`src/rtl/mult_ctrl_pkg.sv`:
```
// Shared definitions for the shift-add multiplier controller.
// Contents: FSM state encoding (3-bit) and the requester count.
// Used by mult_arb_ctrl and rr_arb2.
package mult_ctrl_pkg;

   localparam int STATE_W = 3;
   localparam int NREQ    = 2;

   localparam logic [STATE_W-1:0] ST_IDLE  = 3'd0;
   localparam logic [STATE_W-1:0] ST_LOAD  = 3'd1;
   localparam logic [STATE_W-1:0] ST_CHECK = 3'd2;
   localparam logic [STATE_W-1:0] ST_SHIFT = 3'd3;
   localparam logic [STATE_W-1:0] ST_DONE  = 3'd4;

   typedef enum logic [STATE_W-1:0] {
      S_IDLE  = ST_IDLE,
      S_LOAD  = ST_LOAD,
      S_CHECK = ST_CHECK,
      S_SHIFT = ST_SHIFT,
      S_DONE  = ST_DONE
   } state_e;

endpackage

```
`src/rtl/rr_arb2.sv`:
```
// Purpose: combinational two-way arbiter, one-hot winner.
// Ports:   Req[1:0] requests, last = requester served most recently, win[1:0] one-hot.
// Config:  MULT_FIXED_PRIO_EN selects fixed priority (requester 0 wins ties, last ignored).
module rr_arb2
   import mult_ctrl_pkg::*;
(
   input  logic [NREQ-1:0] Req,
   input  logic            last,
   output logic [NREQ-1:0] win
);

`ifdef MULT_FIXED_PRIO_EN
   // Requester 0 always wins a tie; last is ignored in this mode.
   logic unused_last;
   assign unused_last = last;
   assign win[0] = Req[0];
   assign win[1] = Req[1] & ~Req[0];
`else
   // On a tie the requester that was not served last wins.
   assign win[0] = Req[0] & (~Req[1] |  last);
   assign win[1] = Req[1] & (~Req[0] | ~last);
`endif

endmodule

```
`src/rtl/mult_arb_ctrl.sv`:
```
// Purpose: arbitrates two requesters onto one N-bit shift-add multiplier and sequences it
//          (Load, then N steps of optional Ad followed by Sh), with an internal bit counter.
// Ports:   Clk, Rst (async active-low), Req[1:0] level requests, M multiplier LSB;
//          Gnt[1:0] registered one-hot grant / operand select, Load/Ad/Sh datapath controls,
//          Done[1:0] one-cycle completion pulse to the granted requester, Idle.
// Config:  MULT_FIXED_PRIO_EN -> fixed priority (requester 0 wins ties, no last register);
//          undefined -> round-robin between the two requesters.
module mult_arb_ctrl
   import mult_ctrl_pkg::*;
#(
   parameter int N = 8
)
(
   input  logic            Clk,
   input  logic            Rst,
   input  logic [NREQ-1:0] Req,
   input  logic            M,
   output logic [NREQ-1:0] Gnt,
   output logic            Load,
   output logic            Ad,
   output logic            Sh,
   output logic [NREQ-1:0] Done,
   output logic            Idle
);

   localparam int CW = (N > 1) ? $clog2(N) : 1;
   localparam logic [CW-1:0] CNT_LAST = CW'(N - 1);

   state_e          state_q, state_d;
   logic [CW-1:0]   cnt_q, cnt_d;
   logic [NREQ-1:0] gnt_q, gnt_d;
   logic [NREQ-1:0] win;
   logic            last_q;
   logic            last_step;

`ifndef MULT_FIXED_PRIO_EN
   logic            last_d;
`endif

`ifdef MULT_FIXED_PRIO_EN
   // No history kept; the arbiter ignores this input in fixed-priority mode.
   assign last_q = 1'b1;
`endif

   rr_arb2 u_arb (
      .Req  (Req),
      .last (last_q),
      .win  (win)
   );

   assign last_step = (cnt_q == CNT_LAST);

   always_comb begin
      state_d = state_q;
      cnt_d   = cnt_q;
      gnt_d   = gnt_q;
`ifndef MULT_FIXED_PRIO_EN
      last_d  = last_q;
`endif
      unique case (state_q)
         S_IDLE: begin
            if (Req != '0) begin
               gnt_d   = win;
               state_d = S_LOAD;
            end
         end
         S_LOAD: begin
            cnt_d   = '0;
            state_d = S_CHECK;
         end
         S_CHECK: begin
            if (M) begin
               state_d = S_SHIFT;
            end else if (last_step) begin
               // Counter holds on the final step so it never wraps.
               state_d = S_DONE;
            end else begin
               cnt_d = cnt_q + CW'(1);
            end
         end
         S_SHIFT: begin
            if (last_step) begin
               state_d = S_DONE;
            end else begin
               cnt_d   = cnt_q + CW'(1);
               state_d = S_CHECK;
            end
         end
         S_DONE: begin
`ifndef MULT_FIXED_PRIO_EN
            last_d  = gnt_q[1];
`endif
            gnt_d   = '0;
            state_d = S_IDLE;
         end
         default: begin
            gnt_d   = '0;
            state_d = S_IDLE;
         end
      endcase
   end

   always_ff @(posedge Clk or negedge Rst) begin
      if (!Rst) begin
         state_q <= S_IDLE;
         cnt_q   <= '0;
         gnt_q   <= '0;
`ifndef MULT_FIXED_PRIO_EN
         last_q  <= 1'b1;
`endif
      end else begin
         state_q <= state_d;
         cnt_q   <= cnt_d;
         gnt_q   <= gnt_d;
`ifndef MULT_FIXED_PRIO_EN
         last_q  <= last_d;
`endif
      end
   end

   // Everything except Gnt decodes from state so reset clears it immediately.
   assign Gnt  = gnt_q;
   assign Idle = (state_q == S_IDLE);
   assign Load = (state_q == S_LOAD);
   assign Ad   = (state_q == S_CHECK) &  M;
   assign Sh   = ((state_q == S_CHECK) & ~M) | (state_q == S_SHIFT);
   assign Done = (state_q == S_DONE) ? gnt_q : '0;

endmodule
```
`config.mk`:
```
export PLATFORM = sky130hd
export DESIGN_NAME = mult_arb_ctrl
export DESIGN_NICKNAME = d
export VERILOG_FILES = /design/src/rtl/mult_ctrl_pkg.sv /design/src/rtl/rr_arb2.sv /design/src/rtl/mult_arb_ctrl.sv
export SDC_FILE = /design/constraint.sdc
export NUM_CORES = 1
export LEC_CHECK = 0
export ABC_CLOCK_PERIOD_IN_PS = 2300
export CAP_MARGIN = 10
export CORE_AREA = 2 2 39 41
export DETAILED_ROUTE_END_ITERATION = 10
export DIE_AREA = 0 0 41 43
export PLACE_DENSITY = 0.66
export SLEW_MARGIN = 20
export SYNTH_ARGS = -nofsm -noshare
export SYNTH_HDL_FRONTEND = slang
export SYNTH_HIERARCHICAL = 1
export SYNTH_SLANG_ARGS = --single-unit
```
`constraint.sdc`:
```
create_clock -name Clk -period 2.3 [get_ports Clk]
set_clock_uncertainty 0.2 [all_clocks]
set_input_delay 0.575 -clock Clk [delete_from_list [all_inputs] [get_ports Clk]]
set_output_delay 0.575 -clock Clk [all_outputs]
set_load 0.005 [all_outputs]
```
* Word-level counts from Yosys, hierarchy flattened
Index checks and enable logic that the tools add are counted.
Operators by class: add/sub/neg operators 1, eq/ne operators 8, muxes and demuxes 11, bitwise logic cells 12, reduce and logical (&&, ||, !) cells 7
Operator list (count):
- $mux 3 | 6
- $pmux 3 s4 | 1
- $pmux 3 s3 | 1
- $eq 3x2->1 const B | 2
- $eq 3x3->1 const B | 2
- $reduce_and 2->1 | 3
- $not 1->1 | 5
- $and 1x1->1 | 4
- $mux 2 | 2
- $pmux 2 s2 | 1
- $add 3x1->3 const B | 1
- $eq 3x1->1 const B | 1
- $logic_not 3->1 | 1
- $ne 3x3->1 const B | 1
- $or 1x1->1 | 3
- $reduce_bool 3->1 | 1
- $reduce_or 3->1 | 1
- $ne 2x1->1 const B | 1
- $ne 2x2->1 const B | 1
- $reduce_bool 2->1 | 1
Word-level totals: flip-flop bits (word level) 9, input bits 5, output and inout bits 8, word-level logic and storage cells 43

* Logic depth before layout (Yosys ltp)
depth after elaboration 5, mapped depth 5, gate-level depth less buffers 5

* Modules after synthesis
Netlist, hierarchy kept.
Modules (own cells, without submodules):
- mult_arb_ctrl | times used 1, cells an instance 51, area each 500.5 µm²
- rr_arb2 | times used 1, cells an instance 3, area each 18.8 µm²

* Worst setup path after synthesis
No wires, ideal clock.
kind flip-flop to flip-flop, from register cnt_q[0], to register cnt_q[0], arrival time 1.297 ns, data required time 1.972 ns, setup slack 0.676 ns, cell stages (with the launch flop) 6, path through dfrtp_1 > ha_1 > ha_1 > a21oi_4 > o21ai_2 > mux2_1
On the way: word-level cells in the longest chain between the ends 4, elaborated cells between the ends (all ways) 5, those cells by class 1 x add/sub; 1 x eq/ne; 3 x mux
Ends and longest elaborated chain:
- from (decl) | RTL line mult_arb_ctrl.sv:30 | logic [CW-1:0] cnt_q, cnt_d;
- from (signal assigned) | RTL line mult_arb_ctrl.sv:113 | cnt_q <= cnt_d;
- $add 3x1->3 or $eq 3x3->1 (tied branches) | RTL line mult_arb_ctrl.sv:78, mult_arb_ctrl.sv:85, mult_arb_ctrl.sv:51
- $mux 3 (*) | RTL line mult_arb_ctrl.sv:74, mult_arb_ctrl.sv:82
- $mux 3 | RTL line mult_arb_ctrl.sv:72 | if (M) begin
- $pmux 3 s3 (*) | RTL line mult_arb_ctrl.sv:60 | unique case (state_q)
Mark *: on every way between the ends. The rest lies on a longest branch, timed or not. The select of a mux whose other input is x is not followed. A chain may end at the register's enable or synchronous reset.

* Worst setup path after layout
from register state_q[1], to output Done[0]
On the way: word-level cells in the longest chain between the ends 2
Ends and longest elaborated chain:
- from (decl) | RTL line mult_arb_ctrl.sv:29 | state_e state_q, state_d;
- from (signal assigned) | RTL line mult_arb_ctrl.sv:112 | state_q <= state_d;
- $eq 3x3->1 | RTL line mult_arb_ctrl.sv:127 | assign Done = (state_q == S_DONE) ? gnt_q : '0;
- $mux 2 | RTL line mult_arb_ctrl.sv:127
- to (decl) | RTL line mult_arb_ctrl.sv:22 | output logic [NREQ-1:0] Done,
Every way passes these cells.

==> impl_metrics.env <==
export IMPL_max_cap_violations=0
export IMPL_cts_clk_slew_worst_paths_ns=0.06
export IMPL_outcome="finished clean"
export IMPL_syn2layout_area_growth_pct=46.02
export IMPL_fin_crit_sh_pct=96.82
export IMPL_synthFlopType="dfrtp_1"
export IMPL_htreeDepth=1
export IMPL_syn_num_nets=61
export IMPL_yosys_area_share_simple_pct=22.17
export IMPL_yosys_warnings=6
export IMPL_cts_buffer_depth=2
export IMPL_io_pins=13
export IMPL_netlist_instances=54
export IMPL_syn_area_um2=519.2
export IMPL_fin_tns_setup_ns=0
export IMPL_start_kind="register"
export IMPL_die_h_um=43
export IMPL_synth_top_family_by_area="simple AND/OR/NAND/NOR gates"
export IMPL_synth_cell_types=24
export IMPL_grt_use_total_pct=13.85
export IMPL_drc=0
export IMPL_holdWs_ns=0.3068
export IMPL_synthAdderAreaFrac_pct=4.819
export IMPL_cts_root_buffer="clkbuf_4"
export IMPL_numCtsBuffers=3
export IMPL_avgViaCountPerCell=4.742
export IMPL_cts_tree="built"
export IMPL_drive_gt1_share_pct=25.97
export IMPL_n_antenna_cell=0
export IMPL_firstDrtPassIters=4
export IMPL_crit_required_ns=1.52
export IMPL_worst_setup_path_end_kind="output port"
export IMPL_core_um2=1384
export IMPL_place_hpwl_um=755.4
export IMPL_drt_iter0_drc=7
export IMPL_cts_num_sinks=9
export IMPL_powerDensity_nw_per_um2=1108
export IMPL_num_vias=441
export IMPL_synth_xor_area_share_pct=0
export IMPL_final_hold_viol_count=0
export IMPL_maxSlewViolCount=0
export IMPL_wl_um=1008
export IMPL_worstSkewPairLatency_ns=0.26
export IMPL_die_x_um=41
export IMPL_leakage_uw=0.0003933
export IMPL_post_synth_cell_area_avg_um2=9.616
export IMPL_layout_nets=85
export IMPL_worstPathArrival_ns=1.45
export IMPL_synth_compound_area_share_pct=15.90
export IMPL_antenna_left=0
export IMPL_grt_max_degree=10
export IMPL_ir_drop_mv=0.6255
export IMPL_cp_max_fo=3
export IMPL_portBuffers=12
export IMPL_synth_mux_area_share_pct=6.506
export IMPL_worstSetupPathType="reg2out"
export IMPL_clock_fmax_mhz=449.1
export IMPL_antenna_found_initial=0
export IMPL_finalInstanceArea_um2=758.2
export IMPL_wl_per_cell_um=10.84
export IMPL_rows=14
export IMPL_rsz0062_at_grt="no"
export IMPL_power_uw=840.2
export IMPL_fin_crit_ns=2.227
export IMPL_initial_core_util_pct=37.52
export IMPL_worst_pin_slew_ns=0.4241
export IMPL_maxSlewHeadroom_pct=71.64
export IMPL_ff2ff_path_depth=5
export IMPL_die_area_um2=1763
export IMPL_setup_viol=0
export IMPL_grt_pass1_wl_um=1669
export IMPL_synth_edf_count=0
export IMPL_yosysSeqAreaShare_pct=43.61
export IMPL_grt_ovfl_total=0
export IMPL_globalplace_congestion=0.7205
export IMPL_min_path_type="reg2reg"
export IMPL_yosys_register_bits=9
export IMPL_cts_hold_buf=0
export IMPL_async_flop_share_pct=100.0
export IMPL_place_area_um2=690.7
export IMPL_grt_pass1_vias=420
export IMPL_whs_path_depth=1
[layout by cell type, fill, tap and decap left out]
cell type,count
dlygate4sd2_1,4
a21oi_1,3
and3_1,2
buf_6,1
dlymetal6s2s_1,2
nor2_4,1
dfstp_2,1
o21ai_2,1
clkbuf_4,3
ha_1,2
nor2b_1,1
o21ai_0,1
a21o_1,1
mux2_1,3
nor2b_4,1
nor3_1,4
clkbuf_1,1
dfrtp_2,2
nor4_1,1
a21boi_1,1
o31ai_1,2
nand2_1,2
nand3b_1,2
dfrtp_1,6
nor2_1,6
a21boi_0,1
clkdlybuf4s50_1,6
a21oi_4,1
nand2b_1,2
buf_4,9
inv_1,4
[cell families (layout without fill, tap and decap cells)]
group	count (synthesis)	in the layout
AOI/OAI and AO/OA	11	11
adders and majority gates	2	2
and+or+nand+nor	22	22
DFF	9	9
buffers and inverters	7	30
muxes	3	3
[registers in the layout (all words and copies together), names as in the netlist]
register and count:
cnt_q 3, Gnt 2, state_q 3, last_q 1
[synth_stat cells (2+ instances only)]
| cell | n | area share, % |
|---|---|---|
| buf_2 | 2 | 1.9 |
| dfrtp_1 | 8 | 39 |
| inv_1 | 4 | 2.9 |
| nor3_1 | 4 | 3.9 |
| and3_1 | 2 | 2.4 |
| ha_1 | 2 | 4.8 |
| o31ai_1 | 2 | 2.9 |
| nor2_1 | 6 | 4.3 |
| nand3b_1 | 2 | 2.9 |
| nor2b_1 | 2 | 2.4 |
| a21oi_1 | 3 | 2.9 |
| nand2_1 | 2 | 1.4 |
| mux2_1 | 3 | 6.5 |
| nand2b_1 | 2 | 2.4 |
[power by group]
part           switching (uW)  internal (uW)
Combinational             185            251
Sequential               54.0            229
Clock                    54.4           66.8
Total                     294            546
[final timing paths]
check / startpoint / end / slack (ns)
setup reg to reg: cnt_q[0]$_DFFE_PN0P_ / cnt_q[2]$_DFFE_PN0P_ / 0.60
setup / recovery: state_q[1]$_DFFE_PN0P_ / Done[0] / 0.07
min in group asynchronous: Rst / cnt_q[2]$_DFFE_PN0P_ / 0.42
max in group asynchronous: Rst / last_q$_DFFE_PN1N_ / 1.15
hold reg to reg: cnt_q[1]$_DFFE_PN0P_ / cnt_q[1]$_DFFE_PN0P_ / 0.31
hold / removal: cnt_q[1]$_DFFE_PN0P_ / cnt_q[1]$_DFFE_PN0P_ / 0.31
[per-layer routing]
layer	wire length, um	vias up	global-route usage [%]	share of wire (%)
li1	-	231	-	-
met1	491	196	19.19	49
met2	443	14	20.00	44
met3	73	0	1.571	7.2
met4	0	0	8.000	0
met5	0	-	0	0
[metrics by stage]
| step | util (%) | setup slack, ns | instances |
|---|---|---|---|
| 2_1_floorplan | - | 0.6755 | 54 |
| 3_3_place_gp | 49.91 | -0.2597 | 86 |
| 3_5_place_dp | 49.91 | -0.2644 | 86 |
| 4_1_cts | 53.80 | 0.001252 | 93 |
| 5_1_grt | 54.79 | 0.01105 | 93 |
| 6_report | 54.79 | 0.07312 | 93 |
[critical path, stage by stage, from the launching register on]
cell and delay [ns]:
dfrtp_2 0.43, nor2_4 0.12, and3_1 0.15, clkdlybuf4s50_1 0.49
[what timing repair did]
| item | in CTS | in global routing |
|---|---|---|
| gates resized for setup | 8 | 4 |
| pin swaps | 0 | 1 |
| buffers inserted | 3 | 0 |
| setup endpoints to repair | 6 | 3 |
| endpoints found under the hold margin | 0 | 0 |
[cell type report]
class,instances,area (um^2)
clock buffer,4,26.28
fill,132,625.6
inverter,4,15.01
multi-input combinational,38,269.0
sequential,9,229.0
tap,16,20.02
timing repair buffer,22,198.9
Note: power is estimated with default switching activity, not from simulation.
